<file path="config.mk">
export PLATFORM = sky130hd
export DESIGN_NAME = freq_meter
export DESIGN_NICKNAME = d
export VERILOG_FILES = /design/src/rtl/freq_meter_pkg.sv /design/src/rtl/sync_edge_det.sv /design/src/rtl/freq_meter.sv
export SDC_FILE = /design/constraint.sdc
export NUM_CORES = 1
export LEC_CHECK = 0
export ABC_CLOCK_PERIOD_IN_PS = 6600
export CAP_MARGIN = 20
export CELL_PAD_IN_SITES_DETAIL_PLACEMENT = 2
export CELL_PAD_IN_SITES_GLOBAL_PLACEMENT = 2
export CORE_ASPECT_RATIO = 0.9
export CORE_MARGIN = 10
export CORE_UTILIZATION = 40
export DETAILED_ROUTE_END_ITERATION = 12
export PLACE_DENSITY_LB_ADDON = 0.15
export SETUP_SLACK_MARGIN = 0.5
export SLEW_MARGIN = 20
export SYNTH_ARGS = -nofsm -noshare
export SYNTH_HDL_FRONTEND = slang
export SYNTH_SLANG_ARGS = --single-unit
</file>
<file path="constraint.sdc">
create_clock -name clk_100MHZ -period 6.6 [get_ports clk_100MHZ]
set_input_delay 0.99 -clock clk_100MHZ [delete_from_list [all_inputs] [get_ports clk_100MHZ]]
set_output_delay 0.99 -clock clk_100MHZ [all_outputs]
set_load 0.01 [all_outputs]
</file>
<file path="src/rtl/freq_meter_pkg.sv">
// Shared types and defaults for the frequency meter.
// Latency: n/a (types and constants only).
// Backpressure: n/a.
package freq_meter_pkg;

  typedef enum logic {
    IDLE    = 1'b0,
    MEASURE = 1'b1
  } state_t;

  localparam int DEF_CLK_HZ      = 100_000_000;
  localparam int DEF_GATE_CYCLES = DEF_CLK_HZ;
  localparam int DEF_CNT_W       = 27;

  // Width of a counter that must hold 0..cycles-1, never narrower than 1 bit.
  function automatic int gate_w(input int cycles);
    return (cycles > 1) ? $clog2(cycles) : 1;
  endfunction

endpackage

</file>
<file path="src/rtl/sync_edge_det.sv">
// Synchronizes sig_in into clk_100MHZ and emits a one-cycle pulse per rising edge.
// Latency: 3 clk from sig_in rise to edge_pulse; 2 more with FREQ_METER_GLITCH_FILTER_EN.
// Backpressure: none; free-running, one pulse per detected edge.
module sync_edge_det (
  input  logic clk_100MHZ,
  input  logic rst_n,
  input  logic sig_in,
  output logic edge_pulse
);

  logic       sync_0;
  logic       sync_1;
  logic       det_in;
  logic       det_d;
  logic [2:0] arm_cnt;

`ifdef FREQ_METER_GLITCH_FILTER_EN
  // Detector inputs only hold real samples once sync, history, filter and delay flops have refilled.
  localparam logic [2:0] ARM_CYCLES = 3'd6;

  logic hist_0;
  logic hist_1;
  logic filt;

  // 3-sample majority vote; a lone one-cycle pulse can never win the vote.
  always_ff @(posedge clk_100MHZ or negedge rst_n) begin
    if (!rst_n) begin
      hist_0 <= 1'b0;
      hist_1 <= 1'b0;
      filt   <= 1'b0;
    end else begin
      hist_0 <= sync_1;
      hist_1 <= hist_0;
      filt   <= (sync_1 & hist_0) | (sync_1 & hist_1) | (hist_0 & hist_1);
    end
  end

  assign det_in = filt;
`else
  // Detector inputs only hold real samples once both sync flops and the delay flop have refilled.
  localparam logic [2:0] ARM_CYCLES = 3'd3;

  assign det_in = sync_1;
`endif

  // Two-flop synchronizer for the asynchronous input.
  always_ff @(posedge clk_100MHZ or negedge rst_n) begin
    if (!rst_n) begin
      sync_0 <= 1'b0;
      sync_1 <= 1'b0;
    end else begin
      sync_0 <= sig_in;
      sync_1 <= sync_0;
    end
  end

  // Previous detector sample for rising-edge comparison.
  always_ff @(posedge clk_100MHZ or negedge rst_n) begin
    if (!rst_n) det_d <= 1'b0;
    else        det_d <= det_in;
  end

  // Post-reset arming so reset values in the pipeline cannot fake an edge.
  always_ff @(posedge clk_100MHZ or negedge rst_n) begin
    if (!rst_n)                     arm_cnt <= 3'd0;
    else if (arm_cnt != ARM_CYCLES) arm_cnt <= arm_cnt + 3'd1;
  end

  assign edge_pulse = det_in & ~det_d & (arm_cnt == ARM_CYCLES);

endmodule

</file>
<file path="src/rtl/freq_meter.sv">
// Counts sig_in rising edges over back-to-back gate windows of GATE_CYCLES clocks.
// Latency: result and valid appear the cycle after each window's terminal cycle.
// Backpressure: none; valid is a one-cycle pulse, freq_hz/overflow hold until next window.
// Optional: FREQ_METER_GLITCH_FILTER_EN adds a majority filter in sync_edge_det.
module freq_meter
  import freq_meter_pkg::*;
#(
  parameter int CLK_HZ      = DEF_CLK_HZ,
  parameter int GATE_CYCLES = CLK_HZ,
  parameter int CNT_W       = DEF_CNT_W
) (
  input  logic             clk_100MHZ,
  input  logic             rst_n,
  input  logic             en,
  input  logic             sig_in,
  output logic [CNT_W-1:0] freq_hz,
  output logic             valid,
  output logic             overflow
);

  localparam int                GATE_W    = gate_w(GATE_CYCLES);
  localparam logic [GATE_W-1:0] GATE_LAST = GATE_W'(GATE_CYCLES - 1);
  localparam logic [CNT_W-1:0]  CNT_MAX   = {CNT_W{1'b1}};

  state_t            state_q;
  state_t            state_nxt;
  logic              measuring;
  logic              terminal;
  logic              edge_pulse;
  logic [GATE_W-1:0] gate_cnt;
  logic [CNT_W-1:0]  edge_cnt;
  logic [CNT_W-1:0]  edge_cnt_nxt;
  logic              win_ovf;
  logic              win_ovf_nxt;

  sync_edge_det u_sync_edge_det (
    .clk_100MHZ (clk_100MHZ),
    .rst_n      (rst_n),
    .sig_in     (sig_in),
    .edge_pulse (edge_pulse)
  );

  // FSM state register.
  always_ff @(posedge clk_100MHZ or negedge rst_n) begin
    if (!rst_n) state_q <= IDLE;
    else        state_q <= state_nxt;
  end

  // FSM next state: enable starts measuring, dropping it abandons the window.
  always_comb begin
    state_nxt = state_q;
    measuring = 1'b0;
    case (state_q)
      IDLE: begin
        if (en) state_nxt = MEASURE;
      end
      MEASURE: begin
        measuring = 1'b1;
        if (!en) state_nxt = IDLE;
      end
      default: state_nxt = IDLE;
    endcase
  end

  assign terminal = measuring && (gate_cnt == GATE_LAST);

  // Edge count including this cycle's edge; an edge beyond full scale marks the window overflowed.
  always_comb begin
    edge_cnt_nxt = edge_cnt;
    win_ovf_nxt  = win_ovf;
    if (edge_pulse) begin
      if (edge_cnt == CNT_MAX) win_ovf_nxt  = 1'b1;
      else                     edge_cnt_nxt = edge_cnt + 1'b1;
    end
  end

  // Gate counter: held at 0 when idle, wraps at the terminal cycle so windows abut.
  always_ff @(posedge clk_100MHZ or negedge rst_n) begin
    if (!rst_n)                     gate_cnt <= '0;
    else if (!measuring || terminal) gate_cnt <= '0;
    else                            gate_cnt <= gate_cnt + 1'b1;
  end

  // Edge counter and sticky overflow: cleared when idle and at each window boundary.
  always_ff @(posedge clk_100MHZ or negedge rst_n) begin
    if (!rst_n) begin
      edge_cnt <= '0;
      win_ovf  <= 1'b0;
    end else if (!measuring || terminal) begin
      edge_cnt <= '0;
      win_ovf  <= 1'b0;
    end else begin
      edge_cnt <= edge_cnt_nxt;
      win_ovf  <= win_ovf_nxt;
    end
  end

  // Output registers: capture a completed window, otherwise hold.
  always_ff @(posedge clk_100MHZ or negedge rst_n) begin
    if (!rst_n) begin
      freq_hz  <= '0;
      overflow <= 1'b0;
      valid    <= 1'b0;
    end else begin
      valid <= terminal;
      if (terminal) begin
        freq_hz  <= edge_cnt_nxt;
        overflow <= win_ovf_nxt;
      end
    end
  end

endmodule

</file>
==> impl_metrics.tcl <==
set metrics [dict create \
    synth_area_per_cell_um2 10.2 \
    async_flop_share 1.00 \
    drv_slew 0 \
    root_buffer "clkbuf_16" \
    mostFrequentLayoutCells "dfrtp_1 (91), nor2_1 (47), clkdlybuf4s50_1 (31)" \
    wl_met3_um 377 \
    seqPwrFrac 0.490 \
    hold_slack_ns 0.353 \
    path_clk_slew_ns 0.06 \
    worst_pin_slew_ns 1.05 \
    io_pins 33 \
    htreeDepth 3 \
    dp_hpwl_um 8190 \
    drv_cap 0 \
    critPathLaunchType "flop" \
    cts-resized-gates 0 \
    cts_tree "built" \
    dieArea_um2 15200 \
    drcViolationCount 0 \
    crit_chain "ha_1, nand3_1, or4_1, nand4b_4, nand2_1, buf_4, nor2_1" \
    core_um2 10300 \
    die_y_um 118 \
    post_drt_wl_per_cell_um 20.2 \
    ys.flop_type "dfrtp_1" \
    end_kind "flop" \
    io_buffers 32 \
    fill_cells 1076 \
    m1WireLength_um 5570 \
    ys_ff_latch 91 \
    cp_slowest_cell "nand2_1" \
    p_leak_nw 2.06 \
    grt_pass1_vias 3809 \
    crit_arrival_ns 3.49 \
    antenna_found_initial 0 \
    cts_made_buffers 9 \
    fin_ws_ns 3.32 \
    required_ns 6.80 \
    power_density_nw_per_um2 229 \
    met2_length_um 5720 \
    cts.sinks 91 \
    finalCriticalPeriod_ns 3.28 \
    antennaDiodeCount 0 \
    final_antenna_net_count 0 \
    slew_headroom 0.297 \
    first_iter_violations 184 \
    fin_setup_tns_ns 0 \
    post_cts_buffers 0 \
    drive_above_1_share 0.0881 \
    critPathKind "reg -> reg" \
    cts_buffer_depth 2 \
    final_common_cell "dfrtp_1" \
    place_congestion 0.788 \
    post-route-period-util 0.497 \
    max_stage_delay_ns 0.74 \
    yosysUniqueCellTypes 41 \
    p_total_mw 1.15 \
    synth_nets 427 \
    top_layer_used "met4" \
    switching_share 0.204 \
    num_rows 35 \
    max_freq_mhz 305 \
    ys_seq_area_frac 0.535 \
    synth_edf_count 0 \
    rsz0062_at_grt "no" \
    routed_via_density 5.83 \
    grt_max_degree 72 \
    fin_skew_ns 0.00745 \
    nets 457 \
    start_util 0.412 \
    dr.pass1.iters 4 \
    power.internal_mw 0.919 \
    p_comb_frac 0.025 \
    yosysWarnings 0 \
    synth_cells 419 \
    p_clk_frac 0.486 \
    crit_fanout 31 \
    syn2layout_area_growth_pct 18.1 \
    routed_wl_um 11800 \
    hold_buffers 0 \
    status "complete, no violations" \
    synthesis.area_um2 4260 \
    vias 3399 \
    clk_latency_ns 0.34 \
    finalSetupViolCount 0 \
    die_width_um 129 \
    track_usage 0.165 \
    hold_class "reg -> reg" \
    grt_pass1_wl_um 20500 \
    gr-total-overflow 0 \
    vdd_drop_max_uv 176 \
    final_util 0.487 \
    hold_viol_final 0 \
    p_switching_mw 0.235 \
    post-place-ws_ns 3.31 \
]
-- sequential cells by signal (all words and copies together) (netlist names) --
name / flops
freq_hz: 27
u_sync_edge_det.sync_0: 1
u_sync_edge_det.det_in: 1
valid: 1
u_sync_edge_det.arm_cnt: 3
state_q: 1
gate_cnt: 27
edge_cnt: 27
u_sync_edge_det.det_d: 1
win_ovf: 1
overflow: 1
-- routing by layer --
layer,global-route usage,up-vias
met4,0.0447,0
met1,0.220,1772
met5,0,-
met3,0.0374,11
met2,0.261,45
li1,-,1571
-- cell type report --
cell class	count	area, µm²	area share
Sequential cell	91	2280	0.453
Clock inverter	4	72.6	0.0144
Timing Repair Buffer	34	333	0.0662
Tap cell	129	161	0.0321
Multi-Input combinational cell	304	1900	0.377
Clock buffer	12	256	0.0510
Inverter	9	33.8	0.00671
-- synth_stat cells, drive strengths merged, types with 10 or more instances --
library cell / instances / area share
nand2: 28 / 0.025
or3: 18 / 0.026
o21ai: 28 / 0.033
and3: 10 / 0.015
nand4: 21 / 0.034
a21oi: 21 / 0.025
a31oi: 17 / 0.025
xnor2: 15 / 0.031
dfrtp: 91 / 0.53
o21ba: 15 / 0.035
nor2: 48 / 0.043
xor2: 18 / 0.037
nand3: 19 / 0.022
clkbuf: 13 / 0.011
-- power by group through the flow --
stage	logic, mW	registers [mW]	clock network, mW
floorplan	0.0112	0.574	0
global placement	0.0282	0.575	0
detailed placement	0.0292	0.575	0
CTS	0.0300	0.565	0.576
global route	0.0327	0.565	0.598
finish	0.0286	0.565	0.560
-- metrics by stage --
stage / instance area [µm²] / std cells
final: 5030 / 583
after global routing: 5030 / 583
after CTS: 5030 / 583
after detailed placement: 4700 / 567
after global placement: 4700 / 567
after floorplan: 4260 / 419
-- logic make-up after synthesis --
family | share of synthesized area
fa+ha+maj | 0.0117
mux | 0.00734
compound gates | 0.130
simple gates | 0.228
xor+xnor | 0.0678
buf+inv | 0.0214
flops | 0.535
-- critical path: cells and delay by family (launching register included) --
family                   cells  cell delay, ns
adder cells (fa/ha/maj)      1            0.23
AND/OR/NAND/NOR              5            2.01
buffers and inverters        1            0.48
flip-flops                   1            0.40
-- path summary, 6_finish.rpt --
path,startpoint,slack [ns],cells past startpoint,to
max,gate_cnt[0]$_DFF_PN0_,3.32,7,edge_cnt[1]$_DFF_PN0_
min,u_sync_edge_det.sync_0$_DFF_PN0_,0.35,0,u_sync_edge_det.det_in$_DFF_PN0_
max reg2reg,gate_cnt[0]$_DFF_PN0_,3.32,7,edge_cnt[1]$_DFF_PN0_
min reg2reg,u_sync_edge_det.sync_0$_DFF_PN0_,0.35,0,u_sync_edge_det.det_in$_DFF_PN0_
max in group asynchronous,rst_n,4.87,2,edge_cnt[5]$_DFF_PN0_
min in group asynchronous,rst_n,0.53,1,gate_cnt[9]$_DFF_PN0_
Note: power is estimated with default switching activity, not from simulation.
